<file path="config.mk">
export PLATFORM = sky130hd
export DESIGN_NAME = id_ex_stage
export DESIGN_NICKNAME = d
export VERILOG_FILES = /design/src/rtl/id_ex_stage_pkg.sv /design/src/rtl/id_ex_stage_hazard_detect.sv /design/src/rtl/id_ex_stage.sv
export SDC_FILE = /design/constraint.sdc
export NUM_CORES = 1
export LEC_CHECK = 0
export CORE_MARGIN = 1.5
export CORE_UTILIZATION = 35
export DETAILED_ROUTE_END_ITERATION = 8
export GPL_TIMING_DRIVEN = 1
export PLACE_DENSITY = 0.82
export RECOVER_POWER = 50
export SYNTH_ARGS = -nofsm -noshare
export SYNTH_HDL_FRONTEND = slang
export SYNTH_SLANG_ARGS = --single-unit
</file>
<file path="constraint.sdc">
create_clock -name clk -period 9.09 [get_ports clk]
set_input_delay 2.2725 -clock clk [delete_from_list [all_inputs] [get_ports clk]]
set_output_delay 2.2725 -clock clk [all_outputs]
set_load 0.1 [all_outputs]
</file>
<file path="src/rtl/id_ex_stage_pkg.sv">
// Shared pipeline types for the ID/EX stage: FSM encodings, control bundle, bubble constants.
// Latency: n/a (types and pure functions only).
// Backpressure: n/a.
package id_ex_stage_pkg;

    localparam int REG_IDX_W = 5;
    localparam int ALUOP_W   = 4;

    // Stage action chosen each cycle; also the FSM state it leaves behind.
    typedef enum logic [1:0] {
        ST_RUN   = 2'd0,
        ST_STALL = 2'd1,
        ST_HOLD  = 2'd2,
        ST_FLUSH = 2'd3
    } state_e;

    // Decoded control bundle carried from ID into EX.
    typedef struct packed {
        logic               reg_write;
        logic               mem_read;
        logic               mem_write;
        logic               mem_to_reg;
        logic               alu_src;
        logic               branch;
        logic [ALUOP_W-1:0] alu_op;
    } ctrl_t;

    // A bubble is a no-op: no writeback, no memory access, ALU op 0, rd x0.
    localparam ctrl_t                 CTRL_BUBBLE = '0;
    localparam logic [REG_IDX_W-1:0]  BUBBLE_REG  = '0;

    // True when a source operand that is actually read matches the load destination.
    function automatic logic src_hits(input logic                 used,
                                      input logic [REG_IDX_W-1:0] src,
                                      input logic [REG_IDX_W-1:0] dst);
        return used && (src == dst);
    endfunction

endpackage

</file>
<file path="src/rtl/id_ex_stage_hazard_detect.sv">
// Hazard decode: picks the stage action (flush > hold > load-use > run) and front-end enables.
// Latency: purely combinational, same cycle.
// Backpressure: deasserts PC/IF-ID write enables on hold and load-use; forces them high in reset.
//
// Ports:
//   i_rst                 stage reset (enables read as "run" while asserted)
//   i_rs1/i_rs2(_used)    ID source indices and whether the instruction reads them
//   i_ex_mem_read/i_ex_rd load-ness and destination of the instruction now in ID/EX
//   i_ex_flush/i_mem_hold redirect from EX, downstream memory not ready
//   o_action              action for the coming edge (also next FSM state)
//   o_pc_write/o_if_id_write/o_if_id_flush  front-end controls
module id_ex_stage_hazard_detect
    import id_ex_stage_pkg::*;
(
    input  logic                 i_rst,
    input  logic [REG_IDX_W-1:0] i_rs1,
    input  logic [REG_IDX_W-1:0] i_rs2,
    input  logic                 i_rs1_used,
    input  logic                 i_rs2_used,
    input  logic                 i_ex_mem_read,
    input  logic [REG_IDX_W-1:0] i_ex_rd,
    input  logic                 i_ex_flush,
    input  logic                 i_mem_hold,
    output state_e               o_action,
    output logic                 o_pc_write,
    output logic                 o_if_id_write,
    output logic                 o_if_id_flush
);

    logic w_load_use;

    // A load to x0 never produces a value worth waiting for.
    assign w_load_use = i_ex_mem_read && (i_ex_rd != BUBBLE_REG) &&
                        (src_hits(i_rs1_used, i_rs1, i_ex_rd) ||
                         src_hits(i_rs2_used, i_rs2, i_ex_rd));

    always_comb begin
        o_action      = ST_RUN;
        o_pc_write    = 1'b1;
        o_if_id_write = 1'b1;
        o_if_id_flush = 1'b0;

        if (i_ex_flush) begin
            // Redirect wins: fetch continues from the new target, IF/ID is squashed.
            o_action      = ST_FLUSH;
            o_if_id_flush = 1'b1;
        end else if (i_mem_hold) begin
            // Whole front end freezes; a pending load-use is simply re-evaluated later.
            o_action      = ST_HOLD;
            o_pc_write    = 1'b0;
            o_if_id_write = 1'b0;
        end else if (w_load_use) begin
            o_action      = ST_STALL;
            o_pc_write    = 1'b0;
            o_if_id_write = 1'b0;
        end

        // While in reset the front end sees a plain "run" regardless of hazards.
        if (i_rst) begin
            o_pc_write    = 1'b1;
            o_if_id_write = 1'b1;
            o_if_id_flush = 1'b0;
        end
    end

endmodule

</file>
<file path="src/rtl/id_ex_stage.sv">
// ID/EX pipeline register with load-use stall, memory hold and branch flush control plus event counters.
// Latency: one cycle ID -> ID_EX; stall/hold/flush enables are combinational in the same cycle.
// Backpressure: MEM_hold freezes PC, IF/ID and ID/EX; load-use freezes PC and IF/ID for one cycle.
//
// Ports:
//   clk, rst                        clock, async active-high reset
//   ID_*                            decoded instruction in ID (indices, uses, controls, PC, operands, imm)
//   EX_flush, MEM_hold              redirect from EX, downstream memory not ready
//   ID_EX_*                         registered ID/EX contents (rs1/rs2/rd also feed forwarding)
//   PC_Write, IF_ID_Write, IF_ID_Flush  front-end controls
//   state, stall_count, flush_count debug FSM state and saturating event counters
module id_ex_stage
    import id_ex_stage_pkg::*;
#(
    parameter int XLEN  = 32,
    parameter int CNT_W = 16
) (
    input  logic             clk,
    input  logic             rst,
    input  logic [4:0]       ID_rs1,
    input  logic [4:0]       ID_rs2,
    input  logic [4:0]       ID_rd,
    input  logic             ID_rs1_used,
    input  logic             ID_rs2_used,
    input  logic             ID_RegWrite,
    input  logic             ID_MemRead,
    input  logic             ID_MemWrite,
    input  logic             ID_MemToReg,
    input  logic             ID_ALUSrc,
    input  logic             ID_Branch,
    input  logic [3:0]       ID_ALUOp,
    input  logic [XLEN-1:0]  ID_pc,
    input  logic [XLEN-1:0]  ID_rdata1,
    input  logic [XLEN-1:0]  ID_rdata2,
    input  logic [XLEN-1:0]  ID_imm,
    input  logic             EX_flush,
    input  logic             MEM_hold,
    output logic [4:0]       ID_EX_rs1,
    output logic [4:0]       ID_EX_rs2,
    output logic [4:0]       ID_EX_rd,
    output logic             ID_EX_RegWrite,
    output logic             ID_EX_MemRead,
    output logic             ID_EX_MemWrite,
    output logic             ID_EX_MemToReg,
    output logic             ID_EX_ALUSrc,
    output logic             ID_EX_Branch,
    output logic [3:0]       ID_EX_ALUOp,
    output logic [XLEN-1:0]  ID_EX_pc,
    output logic [XLEN-1:0]  ID_EX_rdata1,
    output logic [XLEN-1:0]  ID_EX_rdata2,
    output logic [XLEN-1:0]  ID_EX_imm,
    output logic             PC_Write,
    output logic             IF_ID_Write,
    output logic             IF_ID_Flush,
    output logic [1:0]       state,
    output logic [CNT_W-1:0] stall_count,
    output logic [CNT_W-1:0] flush_count
);

    ctrl_t                w_id_ctrl;
    state_e               w_action;
    state_e               w_next_state;

    state_e               r_state;
    ctrl_t                r_ctrl;
    logic [4:0]           r_rs1;
    logic [4:0]           r_rs2;
    logic [4:0]           r_rd;
    logic [XLEN-1:0]      r_pc;
    logic [XLEN-1:0]      r_rdata1;
    logic [XLEN-1:0]      r_rdata2;
    logic [XLEN-1:0]      r_imm;
    logic [CNT_W-1:0]     r_stall_cnt;
    logic [CNT_W-1:0]     r_flush_cnt;

    assign w_id_ctrl = '{reg_write:  ID_RegWrite,
                         mem_read:   ID_MemRead,
                         mem_write:  ID_MemWrite,
                         mem_to_reg: ID_MemToReg,
                         alu_src:    ID_ALUSrc,
                         branch:     ID_Branch,
                         alu_op:     ID_ALUOp};

    // Hazard check looks at what is already in ID/EX, so a bubble inserted by a
    // stall clears mem_read and the same instruction proceeds on the next edge.
    id_ex_stage_hazard_detect u_hazard (
        .i_rst         (rst),
        .i_rs1         (ID_rs1),
        .i_rs2         (ID_rs2),
        .i_rs1_used    (ID_rs1_used),
        .i_rs2_used    (ID_rs2_used),
        .i_ex_mem_read (r_ctrl.mem_read),
        .i_ex_rd       (r_rd),
        .i_ex_flush    (EX_flush),
        .i_mem_hold    (MEM_hold),
        .o_action      (w_action),
        .o_pc_write    (PC_Write),
        .o_if_id_write (IF_ID_Write),
        .o_if_id_flush (IF_ID_Flush)
    );

    // FSM: the state simply records which action was applied at the last edge.
    always_ff @(posedge clk or posedge rst) begin
        if (rst) begin
            r_state <= ST_RUN;
        end else begin
            r_state <= w_next_state;
        end
    end

    always_comb begin
        w_next_state = ST_RUN;
        case (w_action)
            ST_FLUSH: w_next_state = ST_FLUSH;
            ST_HOLD:  w_next_state = ST_HOLD;
            ST_STALL: w_next_state = ST_STALL;
            default:  w_next_state = ST_RUN;
        endcase
    end

    // ID/EX register: load on run, keep on hold, bubble on stall or flush.
    always_ff @(posedge clk or posedge rst) begin
        if (rst) begin
            r_ctrl   <= CTRL_BUBBLE;
            r_rs1    <= BUBBLE_REG;
            r_rs2    <= BUBBLE_REG;
            r_rd     <= BUBBLE_REG;
            r_pc     <= '0;
            r_rdata1 <= '0;
            r_rdata2 <= '0;
            r_imm    <= '0;
        end else begin
            case (w_next_state)
                ST_RUN: begin
                    r_ctrl   <= w_id_ctrl;
                    r_rs1    <= ID_rs1;
                    r_rs2    <= ID_rs2;
                    r_rd     <= ID_rd;
                    r_pc     <= ID_pc;
                    r_rdata1 <= ID_rdata1;
                    r_rdata2 <= ID_rdata2;
                    r_imm    <= ID_imm;
                end
                ST_HOLD: begin
                    r_ctrl   <= r_ctrl;
                    r_rs1    <= r_rs1;
                    r_rs2    <= r_rs2;
                    r_rd     <= r_rd;
                    r_pc     <= r_pc;
                    r_rdata1 <= r_rdata1;
                    r_rdata2 <= r_rdata2;
                    r_imm    <= r_imm;
                end
                default: begin
                    // Zero the don't-care fields too so a bubble is fully deterministic.
                    r_ctrl   <= CTRL_BUBBLE;
                    r_rs1    <= BUBBLE_REG;
                    r_rs2    <= BUBBLE_REG;
                    r_rd     <= BUBBLE_REG;
                    r_pc     <= '0;
                    r_rdata1 <= '0;
                    r_rdata2 <= '0;
                    r_imm    <= '0;
                end
            endcase
        end
    end

    // Saturating event counters; hold cycles count as neither stall nor flush.
    always_ff @(posedge clk or posedge rst) begin
        if (rst) begin
            r_stall_cnt <= '0;
            r_flush_cnt <= '0;
        end else begin
            if ((w_next_state == ST_STALL) && (r_stall_cnt != {CNT_W{1'b1}})) begin
                r_stall_cnt <= r_stall_cnt + CNT_W'(1);
            end
            if ((w_next_state == ST_FLUSH) && (r_flush_cnt != {CNT_W{1'b1}})) begin
                r_flush_cnt <= r_flush_cnt + CNT_W'(1);
            end
        end
    end

    assign ID_EX_rs1      = r_rs1;
    assign ID_EX_rs2      = r_rs2;
    assign ID_EX_rd       = r_rd;
    assign ID_EX_RegWrite = r_ctrl.reg_write;
    assign ID_EX_MemRead  = r_ctrl.mem_read;
    assign ID_EX_MemWrite = r_ctrl.mem_write;
    assign ID_EX_MemToReg = r_ctrl.mem_to_reg;
    assign ID_EX_ALUSrc   = r_ctrl.alu_src;
    assign ID_EX_Branch   = r_ctrl.branch;
    assign ID_EX_ALUOp    = r_ctrl.alu_op;
    assign ID_EX_pc       = r_pc;
    assign ID_EX_rdata1   = r_rdata1;
    assign ID_EX_rdata2   = r_rdata2;
    assign ID_EX_imm      = r_imm;
    assign state          = r_state;
    assign stall_count    = r_stall_cnt;
    assign flush_count    = r_flush_cnt;

endmodule

</file>
# --- Word-level counts from Yosys, hierarchy flattened ---
# Index checks and enable logic that the tools add are counted.
classes:
  mux: 18
  n_addsub: 2
  reduce_logical: 9
  eq_ne: 10
ops:
  columns: ["op", "count"]
  rows:
  - ["one-hot mux 32 bit (2 select lines)", 4]
  - ["adder 16 x 1 -> 16 bit (second input constant)", 2]
  - ["!= test 16 bit (second input constant)", 2]
  - ["one-hot mux 5 bit (2 select lines)", 3]
  - ["one-hot mux 10 bit (2 select lines)", 1]
  - ["equality test 5 bit", 2]
  - ["equality test 2 bit (second input constant)", 4]
  - ["2-to-1 mux 1 bit", 7]
  - ["logical AND 1 bit", 6]
  - ["one-hot mux 2 bit (3 select lines)", 1]
  - ["nonzero test 5 bit", 1]
  - ["equality test 2 x 1 -> 1 bit (second input constant)", 2]
  - ["2-to-1 mux 2 bit", 2]
  - ["zero test 2 bit", 1]
  - ["logical OR 1 bit", 1]
word_totals:
  wordCells: 56
  input_bits: 159
  ff_bits: 187
  output_inout_bits: 190

# --- Longest topological paths before layout ---
# Gate-level depths: netlist (run 1).
depth:
  word_depth: 11
  ltp_mapped: 7
  depth_no_buf: 6

# --- Hierarchy ---
# From an unflattened synthesis (run 1), not the netlist that was laid out.
unflattened:
  cells_unflattened: 677
  area_unflattened_um2: 7993.9
modules_own_cells:
  columns: ["module", "cells_per_inst", "instances", "area_per_inst_um2"]
  rows:
  - ["id_ex_stage", 652, 1, 7811.2]
  - ["id_ex_stage_hazard_detect", 25, 1, 182.7]

# --- Worst setup path after synthesis (run 1) ---
# No wires, ideal clock.
synth_path:
  kind: "input port to output port"
  start: "input port ID_rs1[1]"
  end: "output port PC_Write"
  t_required_ns: 6.818
  slack_ns: 2.762
  stages: 6
  arrival_ns: 4.055
  cell_sequence: "xnor2_1 > nand4_1 > o22ai_2 > a21oi_1 > or3_1 > buf_4"
synth_via:
  elab_chain_cells: 8
synth_lines:
  columns: ["element", "line_no", "text"]
  rows:
  - ["start: declaration", "id_ex_stage.sv:20", "input logic [4:0] ID_rs1,"]
  - ["equality test 5 bit", "id_ex_stage_pkg.sv:36", "return used && (src == dst);"]
  - ["logical AND 1 bit", "id_ex_stage_pkg.sv:36", null]
  - ["logical OR 1 bit", "id_ex_stage_hazard_detect.sv:34", "(src_hits(i_rs1_used, i_rs1, i_ex_rd) ||"]
  - ["logical AND 1 bit", "id_ex_stage_hazard_detect.sv:33", "assign w_load_use = i_ex_mem_read && (i_ex_rd != BUBBLE_REG) &&"]
  - ["2-to-1 mux 1 bit (4 in a row)", null, null]
  - ["end: declaration", "id_ex_stage.sv:52", "output logic PC_Write,"]
# Every way passes these cells.

# --- Worst setup path after layout (run 1) ---
layout_path:
  start: "input port ID_rs2[4]"
  end: "output port PC_Write"
layout_via:
  elab_chain_cells: 8
layout_lines:
  columns: ["element", "line_no", "text"]
  rows:
  - ["start: declaration", "id_ex_stage.sv:21", "input logic [4:0] ID_rs2,"]
  - ["equality test 5 bit", "id_ex_stage_pkg.sv:36", null]
  - ["logical AND 1 bit", "id_ex_stage_pkg.sv:36", null]
  - ["logical OR 1 bit", "id_ex_stage_hazard_detect.sv:34", null]
  - ["logical AND 1 bit", "id_ex_stage_hazard_detect.sv:33", null]
  - ["2-to-1 mux 1 bit", "id_ex_stage_hazard_detect.sv:52", "end else if (w_load_use) begin"]
  - ["2-to-1 mux 1 bit", "id_ex_stage_hazard_detect.sv:47", "end else if (i_mem_hold) begin"]
  - ["2-to-1 mux 1 bit", "id_ex_stage_hazard_detect.sv:43", "if (i_ex_flush) begin"]
  - ["2-to-1 mux 1 bit", "id_ex_stage_hazard_detect.sv:59", "if (i_rst) begin"]
# Every way passes these cells.

==> results of run 1 <==
[cell usage after synthesis, drive strengths merged]
cell / number
nor3: 3
o21a: 1
nand4: 17
nand4b: 1
dfrtp: 187
o41a: 1
and2: 2
nor2: 5
a311oi: 1
a2111oi: 1
inv: 4
o22ai: 1
a22o: 153
or4: 1
and4: 4
ha: 2
mux2: 2
o21ai: 1
clkbuf: 18
or2b: 1
nand2: 10
nor2b: 2
nor4: 1
xor2: 4
and3: 8
nand3: 12
buf: 17
xnor2: 36
a31o: 1
or3: 1
a21oi: 2
[cells in the final DEF (no fill, tap or decap), types with 2 or more instances in the layout]
cell type and count:
and2_1 2, a22o_1 153, clkbuf_1 3, clkdlybuf4s50_1 280, inv_8 2, clkbuf_16 17, nand4_1 17, dlygate4sd3_1 68
nand2_1 10, clkinvlp_4 2, and4_1 4, ha_1 2, xor2_1 4, buf_4 4, and3_1 8, dfrtp_1 187
xnor2_1 36, inv_6 2, nor2b_1 2, nor3_1 3, nand3_1 12, clkinv_4 4, nor2_1 4, inv_1 3
[path summary, 6_finish.rpt]
kind | startpoint | to | slack (ns) | depth (start not counted)
max | ID_rs2[4] | PC_Write | 1.06 | 7
min | flush_count[15] | flush_count[15] | 0.50 | 1
max reg2reg | ID_EX_rd[3] | ID_EX_imm[1] | 5.72 | 7
min reg2reg | flush_count[15] | flush_count[15] | 0.50 | 1
max in group asynchronous | rst | ID_EX_rd[1] | 1.95 | 3
min in group asynchronous | rst | ID_EX_rdata1[10] | 3.80 | 2
[per-layer routing]
layer  global-route usage  vias to the layer above  share of wire
li1                     -                     2578              -
met1                0.243                     2782           0.42
met2                0.333                      237           0.49
met3               0.0542                       30          0.070
met4               0.0699                        0          0.023
met5                    0                        -              0
[worst max-delay path: cells and delay by family]
| kind | cells | cell delay (ns) |
|---|---|---|
| and+or+nand+nor | 2 | 0.49 |
| AOI/OAI and AO/OA | 2 | 1.23 |
| xor gates and xnor gates | 1 | 0.20 |
| buffers and inverters | 2 | 1.56 |
[kinds of logic after synthesis]
family / after synthesis
XOR/XNOR: 40
AND/OR/NAND/NOR: 68
adder cells (fa/ha/maj): 2
AO/OA/AOI/OAI: 162
flip-flops: 187
buffers and inverters: 39
multiplexers: 2
[registers in the layout, indices dropped and copies added, names as in the netlist, 2 cells and up]
signal / count
flush_count: 16
ID_EX_rs1: 5
ID_EX_rdata1: 32
ID_EX_ALUOp: 4
ID_EX_rd: 5
ID_EX_rdata2: 32
ID_EX_pc: 32
ID_EX_imm: 32
state: 2
ID_EX_rs2: 5
stall_count: 16
[power breakdown]
part | internal (mW) | switching, mW | total [mW]
combinational | 0.189 | 0.511 | 0.701
sequential | 0.886 | 0.0440 | 0.930
clock | 0.388 | 0.339 | 0.727
[cell type report]
class / count / area (sq um)
sequential: 187 / 4680
clock buffer: 20 / 437
timing repair buffer: 353 / 3520
tap: 265 / 332
multi-input combinational: 274 / 2210
clock inverter: 12 / 136
antenna: 1 / 2.50
inverter: 4 / 16.3
fill: 1627 / 8320
==> results.toml, run 1 <==
[critical_path]
worstPathCellList = "dlygate4sd3_1 > xnor2_1 > nand4_1 > o22ai_1 > a21oi_1 > or3_1 > clkdlybuf4s50_1"
worst_ep_required_time_ns = 6.82
cp-start-kind = "input pin"
path_class = "input pin to output pin"
max_stage_delay_ns = 1.11
cp_max_fo = 18
worst_path_max_delay_cell = "o22ai_1"
endpoint_kind = "output pin"
crit_arrival_ns = 5.76

[global_routing]
grt_pass1_wl_microns = 32900
gr-total-overflow = 0
grt_pass1_vias = 5825
grt_max_degree = 113
grt_use_total = 0.197
antenna_found_initial = 1

[sta]
setup-violations-final = 0
drv_slew = 190
setup_ws_ns = 1.06
fin_worst_skew_ns = 0.0140
rsz0062_at_grt = "false"
finalHoldViolCount = 0
holdWs_ns = 0.497
setup-tns-final_ns = 0
max_freq_ghz = 0.124
min_period_over_period = 0.884
worstMarginPinSlew_ns = 4.81
relSlewSlack = -2.22
min_period_ns = 8.03

[hold_path]
min_path_type = "flip-flop to flip-flop"

[layout]
final_net_count = 998
fin_area_sq_um = 11300
synthToLayoutAreaGrowth_pct = 59.5
finalNonFillerCells = 1116
final_util = 0.577
drive_gt1_frac = 0.0471

[synth]
ys_ff_latch = 187
synth_top_family_by_area = "compound AO/OA/AOI/OAI gates"
yosys.area_share.simple = 0.0541
ys_seq_area_frac = 0.659
synth_xor_xnor_area_share = 0.0493
synth_top_area_frac = 0.659
syn_inst = 500
yosys-mux-area-fraction = 0.00317
syn-num-nets = 661
yosysUniqueCellTypes = 35
synth_top_cell_by_area = "dfrtp_1"
syn_area_sq_um = 7100
synth_fa_ha_area_frac = 0.00352
yosys_warnings = 0
avgSynthCellArea_sq_um = 14.2
ys_top_cells_by_area = "dfrtp_1 66%, a22o_1 19%, xnor2_1 4.4%"
synth_compound_area_frac = 0.200

[clock_tree]
clk_pin_slew_ns = 0.07
htree_levels = 4
post_cts_resized = 0
cts_hold_buf = 0
cts_tree = "yes"
clockRootBuffer = "clkbuf_16"
cts_setup_buffers = 0
numCtsBuffers = 17
clock_sinks = 187
clock_path_buffers = 2
clock_latency_ns = 0.43

[power]
power_mw = 2.36
cellLeakagePower_nw = 5.09
max-vdd-ir-drop_uv = 292
p_per_area_nw_per_um2 = 208

[detailed_routing]
drt_wl_total_microns = 20900
drc_errors = 0
drtPass1Iterations = 4
postRouteAntennaNets = 0
dr.first_iter.drc_count = 217
vias = 5627
routed_via_density = 5.04
wl_per_cell_microns = 18.7

[floorplanning]
die_h_microns = 145
dieArea_sq_um = 21200
die_x_microns = 145
start_util = 0.361
coreArea_sq_um = 19700
io-pin-count = 349
row_count = 51

[place]
port_buffers = 348
dp_cells = 1083
place_hpwl_microns = 14900
dpl-instance-area_sq_um = 10800
post-place-ws_ns = 1.60
finalWeightedCongestion = 0.768

[job]
maxCapViolCount = 2

[outcome]
status = "complete, but fails checks"
violations = "max-capacitance violations, max-slew violations"
(Power assumes the default switching activity.)
==> run 2, diff against run 1 <==
clock period = 8.2 ns   (was 9.09 ns; I/O delays follow)
==> run 2 against run 1 <==
Compared with the run above:
- non-clock buffer count increased by 1
- critical path depth increased by 1
- wire length up 1.9%
- utilization hardly changed
- global-route usage grew 0.11 points
- largest power group unchanged
- sequential power rose by 11%
- the flow still finishes with violations (max-capacitance violations, max-slew violations)
- power grew 10%
- final cell count did not move
- setup slack worse by 0.25 ns
==> results.toml, run 2 (synthesis results as in run 1) <==
[outcome]
status = "complete, but fails checks"
violations = "max-capacitance violations, max-slew violations"

[global_routing]
antenna_found_initial = 0
grt_max_degree = 102
grt_pass1_wl_microns = 33100
gr-total-overflow = 0
grt_pass1_vias = 5821
grt_use_total = 0.198

[power]
seq_power_share = 0.396
p_per_area_nw_per_um2 = 229
cellLeakagePower_nw = 5.31
p_switching_mw = 1.00
power_frac_comb = 0.297
clockPowerShare = 0.307
switching_share = 0.386
power_mw = 2.60
internal_power_mw = 1.59
max-vdd-ir-drop_uv = 257

[sta]
fin_worst_skew_ns = 0.0124
drv_slew = 102
setup-violations-final = 0
finalHoldViolCount = 0
max_freq_ghz = 0.135
min_period_over_period = 0.901
holdWs_ns = 0.492
setup-tns-final_ns = 0
relSlewSlack = -1.98
worstMarginPinSlew_ns = 4.45
min_period_ns = 7.39
rsz0062_at_grt = "false"
setup_ws_ns = 0.809

[critical_path]
cp-start-kind = "input pin"
cp_max_fo = 18
worst_path_max_delay_cell = "clkdlybuf4s50_1"
path_buf_inv = 3
endpoint_kind = "output pin"
cp_top_family = "buffers and inverters"
crit_arrival_ns = 5.34
worstPathCellList = "dlygate4sd3_1 > xnor2_1 > nand4_1 > o22ai_2 > clkbuf_1 > a21oi_1 > or3_1 > clkdlybuf4s50_1"
path_class = "input pin to output pin"
worst_ep_required_time_ns = 6.15
reg2reg_slack_ns = 5.49
max_stage_delay_ns = 0.98

[hold_path]
min_path_type = "flip-flop to flip-flop"

[place]
post-place-ws_ns = 1.43
dpl-instance-area_sq_um = 10800
place_hpwl_microns = 15100
dp_cells = 1084
port_buffers = 348
finalWeightedCongestion = 0.770

[layout]
fin_area_sq_um = 11300
final_net_count = 999
layout_common_cells = "196 x clkdlybuf4s50_1, 187 x dfrtp_1, 153 x a22o_1, 152 x dlygate4sd3_1, 36 x xnor2_1"
diodes = 0
drive_gt1_frac = 0.0517
finalNonFillerCells = 1116
synthToLayoutAreaGrowth_pct = 59.6
final_util = 0.577
final_common_cell = "clkdlybuf4s50_1"
fillCellCount = 1627

[detailed_routing]
wl_per_cell_microns = 19.1
drc_errors = 0
routed_via_density = 5.07
vias = 5654
dr.first_iter.drc_count = 214
drt_wl_total_microns = 21300
drtPass1Iterations = 6
postRouteAntennaNets = 0

[clock_tree]
cts_setup_buffers = 0
post_cts_resized = 0
cts_hold_buf = 0
clock_latency_ns = 0.42
clock_sinks = 187
htree_levels = 4
cts_tree = "yes"
clockRootBuffer = "clkbuf_16"
clk_pin_slew_ns = 0.07
clock_path_buffers = 2
numCtsBuffers = 17

[job]
maxCapViolCount = 1

[floorplanning]
start_util = 0.361
coreArea_sq_um = 19700
die_x_microns = 145
row_count = 51
die_h_microns = 145
io-pin-count = 349
dieArea_sq_um = 21200
## run 2: changes by cell type in the layout (fill, tap and decap cells not counted), sizes merged
cell           change
diode              -1
clkbuf             -2
buf                +1
dlygate4sd3       +84
bufinv             -1
clkinv             -1
inv                +4
clkdlybuf4s50     -84
## run 2: cell type report
| type | instances | area (sq um) | share of cell area |
|---|---|---|---|
| Tap cell | 265 | 332 | 0.0292 |
| Timing Repair Buffer | 354 | 3520 | 0.311 |
| Inverter | 4 | 16.3 | 0.00143 |
| Clock buffer | 18 | 439 | 0.0387 |
| Sequential cell | 187 | 4680 | 0.413 |
| Multi-Input combinational cell | 274 | 2220 | 0.196 |
| Clock inverter | 14 | 128 | 0.0113 |
## run 2: layer usage
metal  vias up  part of all wire  track usage
met2       239              0.49        0.339
met5         -                 0            0
met4         0             0.020       0.0566
met1      2816              0.42        0.239
li1       2575                 -            -
met3        24             0.071       0.0643
## run 2: worst register-to-register path, delay by kind of cell, from the launching register on
| kind | cells | cell delay, ns |
|---|---|---|
| XOR/XNOR | 1 | 0.28 |
| AO/OA/AOI/OAI | 3 | 0.67 |
| flip-flops | 1 | 0.46 |
| buffers and inverters | 2 | 1.03 |
| AND/OR/NAND/NOR | 1 | 0.14 |
## run 2: final timing paths
path                       depth (start not counted)            start          endpoint
max                                                8        ID_rs1[4]       IF_ID_Write
min                                                1  flush_count[15]   flush_count[15]
max reg2reg                                        7      ID_EX_rd[4]     ID_EX_imm[20]
min reg2reg                                        1  flush_count[15]   flush_count[15]
max in group asynchronous                          3              rst  ID_EX_rdata1[16]
min in group asynchronous                          2              rst    flush_count[2]
## run 2: power groups by stage
stage | clock network [mW] | logic [mW] | registers (mW)
6_report | 0.796 | 0.771 | 1.03
5_1_grt | 0.852 | 0.796 | 1.04
4_1_cts | 0.816 | 0.791 | 1.03
3_5_place_dp | 0 | 0.789 | 1.05
3_3_place_gp | 0 | 0.783 | 1.05
2_1_floorplan | 0 | 0.115 | 1.48
